File: src/rtl/axi_lite_arbiter.sv
// Two-master / one-slave AXI4-Lite arbiter: one transaction in flight, grant held until its response fires.
// Optional ARB_RR_EN selects round-robin between m0 and m1; the default build uses fixed priority (m1 write > m1 read > m0 read).
module axi_lite_arbiter #(
  parameter int AW = 32,
  parameter int DW = 32
) (
  input  logic          clk,
  input  logic          rst,
  // master 0: instruction fetch, read-only
  input  logic [AW-1:0] m0_araddr,
  input  logic          m0_arvalid,
  output logic          m0_arready,
  output logic [DW-1:0] m0_rdata,
  output logic [1:0]    m0_rresp,
  output logic          m0_rvalid,
  input  logic          m0_rready,
  // master 1: load/store, read/write
  input  logic [AW-1:0] m1_araddr,
  input  logic          m1_arvalid,
  output logic          m1_arready,
  output logic [DW-1:0] m1_rdata,
  output logic [1:0]    m1_rresp,
  output logic          m1_rvalid,
  input  logic          m1_rready,
  input  logic [AW-1:0] m1_awaddr,
  input  logic          m1_awvalid,
  output logic          m1_awready,
  input  logic [DW-1:0] m1_wdata,
  input  logic [3:0]    m1_wstrb,
  input  logic          m1_wvalid,
  output logic          m1_wready,
  output logic [1:0]    m1_bresp,
  output logic          m1_bvalid,
  input  logic          m1_bready,
  // slave: Mem
  output logic [AW-1:0] s_araddr,
  output logic          s_arvalid,
  input  logic          s_arready,
  input  logic [DW-1:0] s_rdata,
  input  logic [1:0]    s_rresp,
  input  logic          s_rvalid,
  output logic          s_rready,
  output logic [AW-1:0] s_awaddr,
  output logic          s_awvalid,
  input  logic          s_awready,
  output logic [DW-1:0] s_wdata,
  output logic [3:0]    s_wstrb,
  output logic          s_wvalid,
  input  logic          s_wready,
  input  logic [1:0]    s_bresp,
  input  logic          s_bvalid,
  output logic          s_bready
);

  typedef enum logic [1:0] {IDLE, RD0, RD1, WR1} st_t;

  st_t  st;
  logic a_done;

  logic req_w, req_r1, req_r0, m1_req, pick_m0;
  logic rd0, rd1, wr1;

  assign req_w  = m1_awvalid & m1_wvalid;
  assign req_r1 = m1_arvalid;
  assign req_r0 = m0_arvalid;
  assign m1_req = req_w | req_r1;

`ifdef ARB_RR_EN
  logic rr_last;

  // On contention m0 wins only if m1 was the last master granted.
  assign pick_m0 = req_r0 & (~m1_req | rr_last);

  always_ff @(posedge clk or posedge rst) begin
    if (rst) begin
      rr_last <= 1'b0;
    end else if (st == IDLE) begin
      if (pick_m0) begin
        rr_last <= 1'b0;
      end else if (m1_req) begin
        rr_last <= 1'b1;
      end
    end
  end
`else
  assign pick_m0 = req_r0 & ~m1_req;
`endif

  always_ff @(posedge clk or posedge rst) begin
    if (rst) begin
      st     <= IDLE;
      a_done <= 1'b0;
    end else begin
      case (st)
        IDLE: begin
          if (pick_m0) begin
            st <= RD0;
          end else if (req_w) begin
            st <= WR1;
          end else if (req_r1) begin
            st <= RD1;
          end
        end
        RD0, RD1: begin
          if (s_arvalid & s_arready) begin
            a_done <= 1'b1;
          end
          if (s_rvalid & s_rready) begin
            st     <= IDLE;
            a_done <= 1'b0;
          end
        end
        WR1: begin
          // Mem takes AW and W together, so one flag covers both channels.
          if (s_awvalid & s_awready & s_wvalid & s_wready) begin
            a_done <= 1'b1;
          end
          if (s_bvalid & s_bready) begin
            st     <= IDLE;
            a_done <= 1'b0;
          end
        end
        default: st <= IDLE;
      endcase
    end
  end

  assign rd0 = (st == RD0);
  assign rd1 = (st == RD1);
  assign wr1 = (st == WR1);

  // Read path: address/handshakes of the granted reader only.
  assign s_araddr   = rd1 ? m1_araddr : m0_araddr;
  assign s_arvalid  = ((rd0 & m0_arvalid) | (rd1 & m1_arvalid)) & ~a_done;
  assign m0_arready = rd0 & ~a_done & s_arready;
  assign m1_arready = rd1 & ~a_done & s_arready;
  assign s_rready   = (rd0 & m0_rready) | (rd1 & m1_rready);

  assign m0_rdata  = s_rdata;
  assign m0_rresp  = s_rresp;
  assign m0_rvalid = rd0 & s_rvalid;
  assign m1_rdata  = s_rdata;
  assign m1_rresp  = s_rresp;
  assign m1_rvalid = rd1 & s_rvalid;

  // Write path: only m1 writes.
  assign s_awaddr   = m1_awaddr;
  assign s_wdata    = m1_wdata;
  assign s_wstrb    = m1_wstrb;
  assign s_awvalid  = wr1 & m1_awvalid & ~a_done;
  assign s_wvalid   = wr1 & m1_wvalid & ~a_done;
  assign m1_awready = wr1 & ~a_done & s_awready;
  assign m1_wready  = wr1 & ~a_done & s_wready;
  assign m1_bresp   = s_bresp;
  assign m1_bvalid  = wr1 & s_bvalid;
  assign s_bready   = wr1 & m1_bready;

endmodule
File: config.mk
export PLATFORM = sky130hd
export DESIGN_NAME = axi_lite_arbiter
export DESIGN_NICKNAME = d
export VERILOG_FILES = /design/src/rtl/axi_lite_arbiter.sv
export SDC_FILE = /design/constraint.sdc
export NUM_CORES = 1
export LEC_CHECK = 0
export BUFFER_PORTS_ARGS = -buffer_cell sky130_fd_sc_hd__buf_2
export CAP_MARGIN = 20
export CELL_PAD_IN_SITES_DETAIL_PLACEMENT = 1
export CELL_PAD_IN_SITES_GLOBAL_PLACEMENT = 1
export CORE_AREA = 2 2 139 141
export CTS_BUF_LIST = sky130_fd_sc_hd__clkbuf_2 sky130_fd_sc_hd__clkbuf_4 sky130_fd_sc_hd__clkbuf_8
export DETAILED_ROUTE_END_ITERATION = 16
export DIE_AREA = 0 0 141 143
export GPL_TIMING_DRIVEN = 0
export PLACE_DENSITY_LB_ADDON = 0.1
export SYNTH_ARGS = -nofsm -noshare
export SYNTH_HDL_FRONTEND = slang
export SYNTH_SLANG_ARGS = --single-unit
File: constraint.sdc
create_clock -name clk -period 2.1 [get_ports clk]
set_input_delay 0.42 -clock clk [delete_from_list [all_inputs] [get_ports clk]]
set_output_delay 0.42 -clock clk [all_outputs]
set_load 0.01 [all_outputs]
==> run summary, run 1 <==
Setup violations remaining at the end of the flow were counted as 0. Each instance of the synthesized netlist takes up on average 8.322 um2. The tree is rooted in a clkbuf_8.

The area growth from synthesis to layout is 110.7%. Summed over all layers, the routed wires come to 8876 um. For flop-to-flop paths, the worst setup slack is 260 ps. The logs give 0.7323 for the global placer's final weighted congestion and 11 for the largest net degree at the start of global routing. The remaining global-route overflow is 0, and the via count normalized by instance count is 3.266. The number of sinks driven by the clock tree is 3.

The total area inside the core boundary comes to 18,580 um2. The share of power burned in the clock network is 0.077. TritonCTS built the clock tree. The longest clock path from root to sink contains 2 buffers.

The run gives 1814 um2 as the total standard cell area after synthesis. The tools report the number of placed cells counting well taps as 711. The startpoint of the lowest-slack register-to-register path was st[0]. Destination of the critical timing path: s_araddr[10]. Flip-flop and latch count after synthesis: 3. For this run, design rule violations remaining after detail routing come to 0. The run finished with clean final reports.

The async set-or-reset flop fraction in the synthesized netlist is 1.000, and the hold-fix buffer count after cts is 0. The run gives 4 as the detailed-router iteration count before antenna repair. The run gives 0 as the number of max-slew violations in the final report. The fraction of the yosys area taken by sequential cells was 0.04138; the clock latency reported for the late side of the worst-skew pair was 210 ps.

The initial antenna violation count came out at 0. The sequential group share of total power is 0.048. The repair_antennas step left the layout with diodes totalling 0.

The total global-route track usage is 0.07142, and the number of global-route vias before repair is 2,212. For the maximum ir drop on the vdd rail, the log shows 0.0001668 V. Setup repair after global routing could not meet its margin everywhere. After routing the design area is 3822 um2.

The run gives 65.74 ps as the final worst hold slack. Counting every net in the synthesized netlist gives 404. For the final database, setup skew stands at 0.2440 ps. For the worst flop-to-flop path, the logic depth is 8.

Clock-pin slew was measured on the worst setup and hold paths at 30 ps. For the logic gate share of total power, the log shows 0.875. The prevailing post-synth register cell was dfrtp_1.

Standard-cell row count: 50. The number of fill cells was 2,310. The min-delay analysis places its worst path in the category primary input to asynchronous set/reset pin.

The headroom to the max-slew limit came out at 0.7243. The synthesized design contains 0 enable-type register cells. The worst register-to-register path ends at a_done. Data arrives at the worst endpoint at 1610 ps. The highest clock rate was 493.0 MHz; the minimum period implied by the final worst setup slack was 2029 ps. Summed over all cells, the static leakage comes to 0.002216 uW. The depth of the CTS H-tree was 1; the actual slew at the worst max-slew pin was 412.6 ps. After the last flow step, the layout net total stands at 678. The tools report the sum of net half-perimeters after detailed placement as 8132 um. The tools report the element type at the critical path start as a flop.

The wire length of the first global-routing pass is 11,510 um, and the proportion of layout cells with a drive suffix above 1 is 0.9246. The tools report the hold violation total from the final report as 0. The placement-stage cell area came out at 3403 um2. The tools report the number of buffers created by CTS as 3. From bottom edge to top edge, the die measures 143 um.

The areal power density over the cells works out to 624.8 nW/um2. Across the run, the number of max-cap violations was 0. Dividing the detail-routed wire length by the instance count gives 12.24 um.

The origin of the worst setup path was st[0]. Data on the critical path is required at its endpoint by 1680 ps. In this run the tool buffered the top-level ports with 259 buffer cells. Cell count after synthesis: 218. In this run the remaining antenna-violating nets after routing total 0. The tools report the count of yosys warnings during synthesis as 0.

The run gives 2,368 as the via count. Post-route clock period utilization: 0.9660. The top cell types in the final layout, fill and taps aside, are 240 x buf_2, 144 x buf_4, 20 x buf_6. The share of total power consumed by net switching came out at 0.3748. The floorplan step defined a die boundary enclosing 20,160 um2. The logs give 0.2057 for the share of the core filled with cells in the final layout and 27 for the count of unique library cells instantiated by Yosys.

Pin placement for this block handled 364 I/O pins. The worst setup path is of the flop to output pin kind. Along the worst path, the maximum fanout reaches 8. The internal power of the cells totals 1493 uW.

The logs give 725 for the final instance count without filler cells and 0.09764 for the initial core utilization. The commonest non-fill, non-tap cell in the layout was buf_2. The endpoint kind of the worst setup timing path is an output pin. The number of design-rule violations left by the first detailed-router iteration was 16.

The chip width was 141 um. Summed over all nets, the switching power comes to 895.0 uW.
## worst max-delay path, cell delays in order, from the launching register on
cell and delay [ps]:
dfrtp_1 400, inv_2 90, ha_4 140, buf_12 150, buf_12 120, mux2_2 320
buf_2 150
## power by group through the flow
stage          Clock (uW)  Sequential [uW]  Combinational [uW]
2_1_floorplan           0              100                1030
3_3_place_gp            0              114                1580
3_5_place_dp            0              110                1590
4_1_cts               190              114                1690
5_1_grt               200              121                2270
6_report              184              115                2090
## synthesized netlist by cell type, drive strengths merged (2+ instances only)
master | number | share of area
a21boi | 2 | 0.014
and2 | 9 | 0.031
and3b | 2 | 0.0097
buf | 142 | 0.59
dfrtp | 3 | 0.041
ha | 4 | 0.028
inv | 3 | 0.0062
mux2 | 32 | 0.20
nand2b | 2 | 0.0069
nor2 | 2 | 0.0041
nor2b | 2 | 0.0069
o21ai | 3 | 0.0083
## state kept, by name, indices dropped and copies added (netlist names)
register and flops:
a_done 1, st 2
## cells by family after synthesis
group                    count (synthesis)  share of synthesized area
AND/OR/NAND/NOR                         22                    0.07310
adder cells (fa/ha/maj)                  4                    0.02759
flip-flops                               3                    0.04138
buffers and inverters                  145                     0.5917
multiplexers                            32                     0.1986
AO/OA/AOI/OAI                           12                    0.06759
## cell type report
class                      instances  area [um2]  area share
buffer                           142        1111      0.2907
clock buffer                       4       48.80     0.01277
inverter                           3       11.26    0.002946
multi-input combinational         70       737.0      0.1928
sequential                         3       75.07     0.01964
tap                              234       292.8     0.07660
timing repair buffer             269        1546      0.4046
## routing by layer
metal | track usage | share of wire
met1 | 0.05979 | 0.29
met5 | 0 | 0
met4 | 0.01053 | 0.00090
met3 | 0.02113 | 0.10
met2 | 0.1617 | 0.61
## timing repair
action | CTS | global route
gates cloned | 0 | 3
setup endpoints to repair | 29 | 33
gates resized for setup | 10 | 47
buffers inserted | 3 | 4
## how the worst min path moves through the flow
stage | slack (ps) | start | endpoint
2_1_floorplan | 170 | rst | a_done
3_3_place_gp | 290 | rst | st[1]
3_5_place_dp | 290 | rst | st[1]
4_1_cts | 60 | rst | st[1]
5_1_grt | 70 | rst | st[0]
6_report | 70 | rst | a_done
## per-stage QoR
stage / total power [uW] / TNS, ps / worst slack, ps
2_1_floorplan: 1128 / 0 / 356.2
3_3_place_gp: 1696 / 0 / 0.9515
3_5_place_dp: 1699 / 0 / 4.658
4_1_cts: 1992 / -229.2 / -31.08
5_1_grt: 2590 / -16.76 / -16.76
6_report: 2388 / 0 / 71.49
Note: power is estimated with default switching activity, not from simulation.
==> run 2: changes to the inputs <==
CORE_AREA = 2 2 140 142   (was 2 2 139 141)
CTS_BUF_LIST = sky130_fd_sc_hd__clkbuf_16   (was sky130_fd_sc_hd__clkbuf_2 sky130_fd_sc_hd__clkbuf_4 sky130_fd_sc_hd__clkbuf_8)
DIE_AREA = 0 0 142 144   (was 0 0 141 143)
clock period = 1.85 ns   (was 2.1 ns; I/O delays follow)
==> run summary, run 2 (synthesis gave the netlist of run 1 again) <==
The endpoint kind of the worst setup timing path was an output pin. TritonCTS built the clock tree. The hold violation total from the final report was 0; the hold-fix buffer count after cts was 0.

The register clock-pin slew on the reported worst setup and hold paths is 30 ps. In the routed design, unresolved DRC markers number 0. For the largest net degree at the start of global routing, the log shows 11.

In this run the remaining antenna-violating nets after routing total 0. Leaving out fill and tap cells, the most frequent cells in the layout are 225 x buf_2, 143 x buf_4, 36 x buf_6. The worst hold path belongs to the class primary input to asynchronous set/reset pin. 364 I/O pins were placed. The via count is 2,367, and the proportion of layout cells with a drive suffix above 1 is 0.9329. The count of buffers added on input and output ports is 259. The slowest stage of the critical path belongs to the cell dfrtp_1. The final reports fail on setup timing.

The flip-flop count of the largest register after layout was 2. The run finished, with violations left. The largest registers in the layout are st (2), a_done (1). For the sequential group share of total power, the log shows 0.040.

After floorplanning, the core was sized to cover 19,080 um2. After global routing the overflow that remains totals 0. Summed over all layers, the routed wires come to 9464 um.

The via count normalized by instance count was 3.242; the sum of net half-perimeters after detailed placement was 8432 um. Summed over all nets, the switching power comes to 1126 uW. At the placement stage, the worst setup path has a slack of -183.1 ps.

In the final routed layout, each cell accounts on average for 12.96 um. Along the worst path, the maximum fanout reaches 5. The die boundary height was 144 um.

Setup violations remaining at the end of the flow were counted as 32. The die covers 20,450 um2. For the number of max-cap violations, the log shows 0. Based on the critical path, the design can be clocked at up to 525.1 MHz. The tightest hold path in the finished design has a slack of 14.05 ps.

In this design, the stage delay of the slowest critical-path cell is 380 ps. The number of global-route vias before repair was 2,300. In this run, CTS created clock tree buffers numbering 3.

Fill cells in the final layout number 2,324. For the worst setup path, the data required time is 1480 ps. The initial antenna violation count came out at 0. The worst setup path is launched from a flop.

Register containing the most flip-flops in the final layout: st. The tools report the wire length of the first global-routing pass as 12,280 um. The number of max-slew violations in the final report was 0; the depth of the CTS H-tree was 1. The number of sinks driven by the clock tree is 3, and the chip width is 142 um. Subtracting the final worst setup slack from the clock period gives 1904 ps. The data arrival time of the critical path came out at 1530 ps.

The logic gate share of total power is 0.851. The run gives 0.108 as the share of power burned in the clock network. The signal on the critical path passes through inv_2, ha_4, buf_12, buf_8, mux2_4, buf_6. For this design the static power due to leakage is 0.002324 uW. The post-route clock period utilization was 1.029. Internal power comes to 1996 uW.

The clock latency reported for the late side of the worst-skew pair is 220 ps. Standard-cell row count: 51. The total global-route track usage came out at 0.07712.

The pre-antenna-repair detailed-routing pass consisted of 3 iterations. The congestion estimate from routability-driven global placement came to 0.7238. The areal power density over the cells was 771.0 nW/um2; the final net count was 679. The headroom to the max-slew limit came out at 0.6840.

IR analysis of the VDD net gives a maximum drop of 0.0002223 V. At the pin with the least slew margin, the transition time is 473.0 ps. The tools report the slack of the critical path as -54.38 ps. The cell sitting at the root of the clock tree is a clkbuf_16. The clock arrives with 1.286 ps of skew.

The start-to-end type of the worst setup path is flop to output pin. The initial core utilization was 0.09509. The signed area change from the synthesized netlist to the final layout was 123.2%. The share of total power consumed by net switching was 0.3607; the count of antenna diodes in the layout was 0. The run gives 12 as the number of design-rule violations left by the first detailed-router iteration. Setup repair after global routing could not meet its margin everywhere. The run gives 3123 uW as the total power draw.

The run gives 2 as the number of buffers between clock root and the deepest sink. Leaving out fill and tap cells, the most frequent cell in the layout is buf_2.
run 2: cell types whose count changed in the layout (fill, tap and decap cells not counted), sizes merged:
cell    previous run  this run
buf              408       411
clkbuf             7         4
inv                3         4
run 2: layer usage:
metal | share of wire | track usage | up-vias
met5 | 0 | 0 | -
met4 | 0.0064 | 0.01105 | 0
met3 | 0.11 | 0.02947 | 4
met2 | 0.59 | 0.1686 | 174
met1 | 0.29 | 0.06526 | 1068
li1 | - | - | 1121
run 2: worst paths after layout:
| path | from | to | slack, ps | depth (start not counted) |
|---|---|---|---|---|
| max | st[0] | s_araddr[7] | -50 | 6 |
| min | rst | a_done | 10 | 2 |
| max reg2reg | st[1] | a_done | 50 | 7 |
| min reg2reg | a_done | a_done | 650 | 1 |
| max in group asynchronous | rst | st[0] | 1700 | 2 |
| min in group clk | m1_arvalid | st[1] | 560 | 3 |
run 2: cell type report:
type / count / area, um2 / area share
clock inverter: 1 / 3.754 / 0.0009268
inverter: 3 / 11.26 / 0.002780
sequential: 3 / 75.07 / 0.01854
clock buffer: 3 / 75.07 / 0.01854
timing repair buffer: 271 / 1669 / 0.4121
tap: 238 / 297.8 / 0.07353
buffer: 141 / 1081 / 0.2669
multi-input combinational: 70 / 837.1 / 0.2067
run 2: metrics by stage:
step,instances,util,TNS (ps),area [um2]
after global placement,715,0.1786,-4686,3408
after detailed placement,715,0.1786,-4783,3408
after floorplan,218,-,0,1814
final,730,0.2123,-1283,4050
after global routing,730,0.2123,-3431,4050
after CTS,728,0.2035,-3766,3882
run 2: repair_timing:
| action | in CTS | in global routing |
|---|---|---|
| buffers inserted | 7 | 5 |
| endpoints found under the setup margin | 40 | 43 |
| resized for setup | 65 | 38 |
| cloned | 2 | 1 |
| pin swaps | 0 | 6 |
run 2: power groups by stage:
stage | Combinational, uW | Sequential, uW | Clock [uW]
2_1_floorplan | 1170 | 114 | 0
3_3_place_gp | 1800 | 125 | 0
3_5_place_dp | 1800 | 125 | 0
4_1_cts | 2490 | 126 | 348
5_1_grt | 2870 | 129 | 354
6_report | 2660 | 125 | 339
run 2: critical path: cells and delay by family, from the launching register on:
family | cells | cell delay [ps]
buf+inv | 4 | 470
flops | 1 | 380
fa+ha+maj | 1 | 150
mux | 1 | 300
